`config.mk`:
```
export PLATFORM = sky130hd
export DESIGN_NAME = lvds_rx_link_monitor
export DESIGN_NICKNAME = d
export VERILOG_FILES = /design/src/rtl/lvds_rx_link_monitor.sv
export SDC_FILE = /design/constraint.sdc
export NUM_CORES = 1
export LEC_CHECK = 0
export ABC_AREA = 1
export ABC_CLOCK_PERIOD_IN_PS = 3350
export CORE_MARGIN = 2
export CORE_UTILIZATION = 54
export DETAILED_ROUTE_END_ITERATION = 8
export PLACE_DENSITY = 0.94
export SETUP_SLACK_MARGIN = 0.5
export SYNTH_ARGS = -nofsm -noshare
export SYNTH_HDL_FRONTEND = slang
export SYNTH_SLANG_ARGS = --single-unit
```
`constraint.sdc`:
```
create_clock -name i_clk -period 3.35 [get_ports i_clk]
set_input_delay 0.67 -clock i_clk [delete_from_list [all_inputs] [get_ports i_clk]]
set_output_delay 0.67 -clock i_clk [all_outputs]
set_load 0.02 [all_outputs]
```
`src/rtl/lvds_rx_link_monitor.sv`:
```
// Lock/unlock state machine for one 8b10b LVDS receive lane; pulses the receiver reset on loss of lock or frame timeout.
// Outputs are one cycle behind the sampled strobe; frame/error counters exist only with LVDS_RX_MON_COUNTERS_EN defined.
`timescale 1ns/1ps
module lvds_rx_link_monitor #(
   parameter int LOCK_FRAMES    = 8,
   parameter int UNLOCK_ERRORS  = 4,
   parameter int TIMEOUT_CYCLES = 1024,
   parameter int RESET_CYCLES   = 16,
   parameter int CNT_WIDTH      = 16
) (
   input  logic                 i_clk,
   input  logic                 i_reset_n,
   input  logic                 i_data_rdy,
   input  logic                 i_code_err,
   input  logic                 i_disp_err,
   input  logic                 i_sync_err,
   input  logic                 i_clear_counts,
   output logic                 o_rx_reset,
   output logic                 o_locked,
   output logic                 o_link_lost,
   output logic [1:0]           o_state,
   output logic [CNT_WIDTH-1:0] o_frame_count,
   output logic [CNT_WIDTH-1:0] o_err_count
);

   localparam int RW = $clog2(RESET_CYCLES + 1);
   localparam int GW = $clog2(LOCK_FRAMES + 1);
   localparam int UW = $clog2(UNLOCK_ERRORS + 1);
   localparam int TW = $clog2(TIMEOUT_CYCLES);

   typedef enum logic [1:0] {
      ST_RESET  = 2'd0,
      ST_HUNT   = 2'd1,
      ST_LOCKED = 2'd2
   } state_t;

   state_t         state;
   logic [RW-1:0]  rst_cnt;
   logic [GW-1:0]  good_cnt;
   logic [UW-1:0]  bad_cnt;
   logic [TW-1:0]  to_cnt;
   logic           link_lost;

   logic any_err;
   logic good_frame;
   logic bad_frame;
   logic timeout;

   assign any_err    = i_code_err | i_disp_err | i_sync_err;
   assign good_frame = i_data_rdy & ~any_err;
   assign bad_frame  = i_data_rdy &  any_err;
   // A frame landing on the timeout cycle takes precedence over the timeout.
   assign timeout    = (to_cnt == TW'(TIMEOUT_CYCLES - 1)) & ~i_data_rdy;

   always_ff @(posedge i_clk or negedge i_reset_n) begin
      if (!i_reset_n) begin
         state     <= ST_RESET;
         rst_cnt   <= '0;
         good_cnt  <= '0;
         bad_cnt   <= '0;
         to_cnt    <= '0;
         link_lost <= 1'b0;
      end else begin
         link_lost <= 1'b0;
         case (state)
            ST_RESET: begin
               to_cnt   <= '0;
               good_cnt <= '0;
               bad_cnt  <= '0;
               if (rst_cnt == RW'(RESET_CYCLES - 1)) begin
                  state   <= ST_HUNT;
                  rst_cnt <= '0;
               end else begin
                  rst_cnt <= rst_cnt + 1'b1;
               end
            end
            ST_HUNT: begin
               if (good_frame) begin
                  to_cnt <= '0;
                  if (good_cnt == GW'(LOCK_FRAMES - 1)) begin
                     state    <= ST_LOCKED;
                     good_cnt <= '0;
                     bad_cnt  <= '0;
                  end else begin
                     good_cnt <= good_cnt + 1'b1;
                  end
               end else if (bad_frame) begin
                  to_cnt   <= '0;
                  good_cnt <= '0;
               end else if (timeout) begin
                  state   <= ST_RESET;
                  rst_cnt <= '0;
               end else begin
                  to_cnt <= to_cnt + 1'b1;
               end
            end
            ST_LOCKED: begin
               if (bad_frame) begin
                  to_cnt <= '0;
                  if (bad_cnt == UW'(UNLOCK_ERRORS - 1)) begin
                     state     <= ST_RESET;
                     rst_cnt   <= '0;
                     link_lost <= 1'b1;
                  end else begin
                     bad_cnt <= bad_cnt + 1'b1;
                  end
               end else if (good_frame) begin
                  to_cnt  <= '0;
                  bad_cnt <= '0;
               end else if (timeout) begin
                  state     <= ST_RESET;
                  rst_cnt   <= '0;
                  link_lost <= 1'b1;
               end else begin
                  to_cnt <= to_cnt + 1'b1;
               end
            end
            default: begin
               state   <= ST_RESET;
               rst_cnt <= '0;
            end
         endcase
      end
   end

   assign o_rx_reset  = (state == ST_RESET);
   assign o_locked    = (state == ST_LOCKED);
   assign o_state     = state;
   assign o_link_lost = link_lost;

`ifdef LVDS_RX_MON_COUNTERS_EN
   logic [CNT_WIDTH-1:0] frame_cnt;
   logic [CNT_WIDTH-1:0] err_cnt;

   always_ff @(posedge i_clk or negedge i_reset_n) begin
      if (!i_reset_n) begin
         frame_cnt <= '0;
         err_cnt   <= '0;
      end else if (i_clear_counts) begin
         frame_cnt <= '0;
         err_cnt   <= '0;
      end else if (i_data_rdy && state != ST_RESET) begin
         if (frame_cnt != '1) frame_cnt <= frame_cnt + 1'b1;
         if (any_err && err_cnt != '1) err_cnt <= err_cnt + 1'b1;
      end
   end

   assign o_frame_count = frame_cnt;
   assign o_err_count   = err_cnt;
`else
   logic unused_clear;
   assign unused_clear  = i_clear_counts;
   assign o_frame_count = '0;
   assign o_err_count   = '0;
`endif

endmodule

```
==> flow_summary.yaml, run 1 <==
routing:
  first_iter_violations: 95
  drc: 0
  wire_per_inst_um: 10.7
  dr.pass1.iters: 4
  vias_per_cell: 4.91
  via_count: 1478
  wirelength_um: 3210
  postRouteAntennaNets: 0
setup_path:
  crit_buf_inv: 2
  cp.arrival_ns: 1.84
  crit_fanout: 6
  cpPeakStageDelay_ns: 0.66
  critPathTopFamily: "buffers and inverters"
  crit_chain: "inv_1 > ha_1 > clkdlybuf4s50_1"
  start_kind: "register"
  criticalPathCategory: "register to output port"
  critical_path_required_ns: 2.68
  r2r_cells: 7
  cp-end-kind: "output port"
  crit_cells: 3
  critPathSlowestCell: "clkdlybuf4s50_1"
sta:
  slew_violations: 0
  skew_ns: 0.0105
  fmax_mhz: 398
  setup_slack_ns: 0.839
  fin_tns_setup_ns: 0
  fin_hold_ws_ns: 0.496
  hold_viol: 0
  fin_crit_sh_pct: 75.0
  setup_viol: 0
  grt_setup_unrepaired: "no"
  final.min_clock_period_ns: 2.51
global_route:
  grt-ovfl-total: 0
  grt_pass1_vias: 1412
  grt_pass1_wl_um: 5990
  antenna_found_initial: 0
  grt_usage_pct: 18.8
  grt_max_degree: 26
floorplan:
  die_h_um: 62.3
  die_w_um: 62.3
  io_pins: 44
  fp-row-count: 21
  start_util_pct: 55.4
  coreArea_um2: 3310
  die_area_um2: 3880
clock_network:
  cts-root-buf: "clkbuf_4"
  h-tree-depth: 1
  post_cts_buffers: 0
  cts-buffers-inserted: 3
  insertion_delay_ns: 0.32
  clock-sinks: 25
  hold_buffers: 0
  post_cts_resized: 0
  cts.clk_slew.worst_paths_ns: 0.15
  cts_tree: "done"
  cts_buffer_depth: 2
finish:
  drive_gt1_share_pct: 5.88
  areaGrowthSynthToFinish_pct: 2.59
  fill_cells: 302
  nets: 272
  post-route-util_pct: 56.9
  fin_cells: 301
  layout_commonest_cell: "nand2_1"
  insertedDiodeCount: 0
  mostFrequentLayoutCells: "57 x nand2_1, 32 x conb_1, 29 x inv_1, 27 x nand3_1, 25 x dfrtp_1"
pwr:
  p_clk_share_pct: 14.1
  switching_power_w: 0.000435
  p_sw_share_pct: 44.3
  pwr-share-seq_pct: 39.2
  power.density_nw_per_um2: 522
  intPower_w: 0.000548
  comb_power_share_pct: 46.8
  leakage_nw: 0.967
  worst_ir_drop_vdd_mv: 0.326
synth:
  yosysTopAreaCell: "dfrtp_1"
  synth_top_area_share_pct: 34.1
  ys_types: 31
  yosysSeqAreaShare_pct: 34.1
  synth-edff-count: 0
  synthTopCellsByArea: "dfrtp_1 34%, buf_4 13%, nand2_1 12%"
  synth_warnings: 0
  postSynthAreaPerCell_um2: 7.52
  async_flop_share_pct: 100
  netlist_area_um2: 1840
  synthCells: 244
  ys.flop_type: "dfrtp_1"
  synth-seq-cells: 25
outcome:
  status: "finished, final reports clean"
placed_design:
  gp_congestion: 0.857
  dp_slack_ns: 1.08
  dp.cells: 297
  dp_hpwl_um: 2440
  numPortBuffers: 10
min_path:
  hold_class: "register to register"
  min_delay_path_depth: 2
job:
  maxCapViolCount: 0
-- final cells by class --
type | count | area [µm²] | share of cell area [%]
multi-input combinational | 186 | 956 | 50.8
sequential | 25 | 626 | 33.2
inverter | 29 | 109 | 5.78
timing repair buffer | 11 | 108 | 5.71
tap | 46 | 57.6 | 3.06
clock buffer | 3 | 22.5 | 1.20
clock inverter | 1 | 5.00 | 0.266
-- power groups by stage --
stage / Clock, W / Combinational (W) / Sequential (W)
after floorplan: 0 / 0.000364 / 0.000393
after global routing: 0.000158 / 0.000526 / 0.000393
after detailed placement: 0 / 0.000459 / 0.000391
after global placement: 0 / 0.000444 / 0.000388
final: 0.000138 / 0.000459 / 0.000385
after CTS: 0.000140 / 0.000460 / 0.000385
-- path summary, 6_finish.rpt --
| path | end | from | slack [ns] |
|---|---|---|---|
| worst min-delay path | bad_cnt[2] | bad_cnt[2] | 0.50 |
| worst min register to register | bad_cnt[2] | bad_cnt[2] | 0.50 |
| worst max-delay path | o_rx_reset | o_state[1] | 0.84 |
| worst max register to register | good_cnt[3] | o_state[1] | 1.64 |
| max in group asynchronous | o_state[0] | i_reset_n | 2.41 |
| min in group asynchronous | to_cnt[6] | i_reset_n | 0.68 |
-- flip-flops by register name, indices dropped and copies added (netlist names) --
name / flops
to_cnt: 10
o_link_lost: 1
o_state: 2
bad_cnt: 3
rst_cnt: 5
good_cnt: 4
-- synth_stat cells, types with 6 or more instances --
cell type and n:
nand2_1 57, buf_4 32, inv_1 29, nand3_1 27, dfrtp_1 25, nor2_1 16
ha_1 9, o21ai_1 8, a21oi_1 6
-- logic make-up (layout without fill, tap and decap cells) --
group | Yosys count | count (layout) | share of synthesized area [%]
compound gates | 24 | 24 | 7.63
xor+xnor | 4 | 4 | 1.91
fa+ha+maj | 9 | 9 | 6.14
buf+inv | 64 | 44 | 20.2
flops | 25 | 25 | 34.1
mux | 1 | 1 | 0.545
other cells | 1 | 32 | 0.204
simple gates | 116 | 116 | 29.3
-- worst min-delay path: stages (launching register included) --
cell and delay, ns:
dfrtp_1 0.37, nand2_1 0.05, nand2_1 0.05
-- through the flow --
step	total power, W	instance area (µm²)
after global routing	0.00108	1880
final	0.000983	1880
after floorplan	0.000757	1950
after CTS	0.000986	1880
after global placement	0.000832	1860
after detailed placement	0.000850	1860
-- layer usage --
| metal | track usage, % | up-vias | routed length (µm) |
|---|---|---|---|
| met5 | 0 | - | 0 |
| met4 | 9.44 | 0 | 31 |
| met3 | 2.54 | 4 | 167 |
| met2 | 31.4 | 48 | 1630 |
| met1 | 24.0 | 682 | 1380 |
| li1 | - | 744 | - |
Power figures use the tool's default switching activity.
==> run 2: changes to the inputs <==
- ABC_CLOCK_PERIOD_IN_PS: 3350 -> 2490
- CORE_UTILIZATION: 54 -> 50
- PLACE_DENSITY: 0.94 -> 0.88
- clock period: 3.35 -> 2.49 ns (I/O delays scaled with it)
==> flow_summary.yaml, run 2 (synthesis gave the netlist of run 1 again) <==
clock_network:
  cts-root-buf: "clkbuf_8"
  cts_buffer_depth: 2
  insertion_delay_ns: 0.26
  cts-buffers-inserted: 3
  cts_tree: "done"
  h-tree-depth: 1
  cts.clk_slew.worst_paths_ns: 0.09
  clock-sinks: 25
routing:
  vias_per_cell: 4.74
  wire_per_inst_um: 10.2
  wirelength_um: 3100
  postRouteAntennaNets: 0
  dr.pass1.iters: 4
  first_iter_violations: 45
  drc: 0
  via_count: 1435
placed_design:
  gp_congestion: 0.850
  dp_hpwl_um: 2340
  numPortBuffers: 10
global_route:
  busiest_layer: "met2"
  grt_use_met3_pct: 2.08
  met1_usage_pct: 20.8
  grt_max_degree: 26
  grt-ovfl-total: 0
  grt_pass1_vias: 1287
  grt_usage_pct: 15.9
  antenna_found_initial: 0
  met2_usage_pct: 27.6
  grt_pass1_wl_um: 5350
floorplan:
  start_util_pct: 50.9
  die_h_um: 64.6
  coreArea_um2: 3610
  die_w_um: 64.6
  die_area_um2: 4170
  io_pins: 44
  fp-row-count: 22
setup_path:
  cp.arrival_ns: 1.44
  criticalPathCategory: "register to output port"
  critical_path_required_ns: 1.99
  crit_path_start: "o_state[0]"
  reg2reg_from: "o_state[0]"
  cpPeakStageDelay_ns: 0.44
  crit_chain: "inv_1 > ha_1 > clkdlybuf4s15_1"
  crit_fanout: 6
  crit_buf_inv: 2
  cp-end-kind: "output port"
  critPathSlowestCell: "dfrtp_1"
  start_kind: "register"
  critPathTopFamily: "buffers and inverters"
finish:
  insertedDiodeCount: 0
  reg_top3: "to_cnt x10, rst_cnt x5, good_cnt x4"
  nets: 272
  drive_gt1_share_pct: 6.27
  sequential_cell_area_um2: 626
  largest_register_ffs: 10
  fill_cells: 351
  mostFrequentLayoutCells: "57 x nand2_1, 32 x conb_1, 29 x inv_1, 27 x nand3_1, 25 x dfrtp_1"
  layout_commonest_cell: "nand2_1"
  max_flop_register: "to_cnt"
  areaGrowthSynthToFinish_pct: 3.82
  multi_input_area_um2: 958
  post-route-util_pct: 52.8
sta:
  hold_viol: 0
  grt_setup_unrepaired: "yes"
  final.min_clock_period_ns: 1.94
  fmax_mhz: 515
  fin_crit_sh_pct: 77.9
  skew_ns: 0.00370
  setup_viol: 0
  fin_tns_setup_ns: 0
  slew_violations: 0
outcome:
  status: "finished, final reports clean"
min_path:
  hold_class: "register to register"
  hold_start: "bad_cnt[2]"
pwr:
  worst_ir_drop_vdd_mv: 0.597
  power_w: 0.00136
  power.density_nw_per_um2: 713
  leakage_nw: 0.978
job:
  maxCapViolCount: 0
==> run 2: cell count changes in the layout (fill, tap and decap cells not counted) <==
cell and change:
clkbuf_8 +3, clkdlybuf4s50_1 -2, ha_2 +1, clkbuf_4 -3, ha_1 -1, dlygate4sd2_1 +1
clkdlybuf4s15_1 +1
==> run 2: worst min-delay path, cell delays in order (launching register included) <==
cell and delay, ns:
dfrtp_1 0.36, nand2_1 0.05, nand2_1 0.05
==> run 2: layout make-up <==
class | count | share of cell area [%]
multi-input combinational | 186 | 50.3
inverter | 29 | 5.71
sequential | 25 | 32.8
tap | 48 | 3.15
clock inverter | 1 | 0.263
timing repair buffer | 11 | 5.58
clock buffer | 3 | 2.17
==> run 2: through the flow <==
| step | instance area [µm²] | instances | worst slack, ns | hold WS (ns) |
|---|---|---|---|---|
| after floorplan | 1950 | 275 | 0.816 | 0.202 |
| after global placement | 1860 | 299 | 0.434 | 0.451 |
| after detailed placement | 1860 | 299 | 0.416 | 0.463 |
| after CTS | 1900 | 303 | 0.525 | 0.484 |
| after global routing | 1910 | 303 | 0.466 | 0.514 |
| final | 1910 | 303 | 0.549 | 0.485 |
==> run 2: worst paths after layout <==
kind	slack [ns]	to	cells after the start
setup / recovery	0.55	o_rx_reset	3
hold reg to reg	0.49	bad_cnt[2]	2
max in group asynchronous	1.65	to_cnt[2]	2
setup reg to reg	0.74	bad_cnt[0]	6
hold / removal	0.49	bad_cnt[2]	2
min in group asynchronous	0.59	to_cnt[8]	2
==> run 2: layer usage <==
| metal | up-vias | wire (µm) |
|---|---|---|
| li1 | 741 | - |
| met1 | 654 | 1440 |
| met2 | 38 | 1520 |
| met3 | 2 | 121 |
| met4 | 0 | 15 |
| met5 | - | 0 |
==> run 2: power breakdown <==
part | internal [W] | switching [W]
combinational | 0.000211 | 0.000397
sequential | 0.000460 | 0.0000587
clock | 0.000112 | 0.000121
==> run 2: repair_timing <==
action	4_1_cts	5_1_grt
setup buffers	0	0
setup endpoints to repair	2	2
hold buffers	0	0
resized for setup	2	2
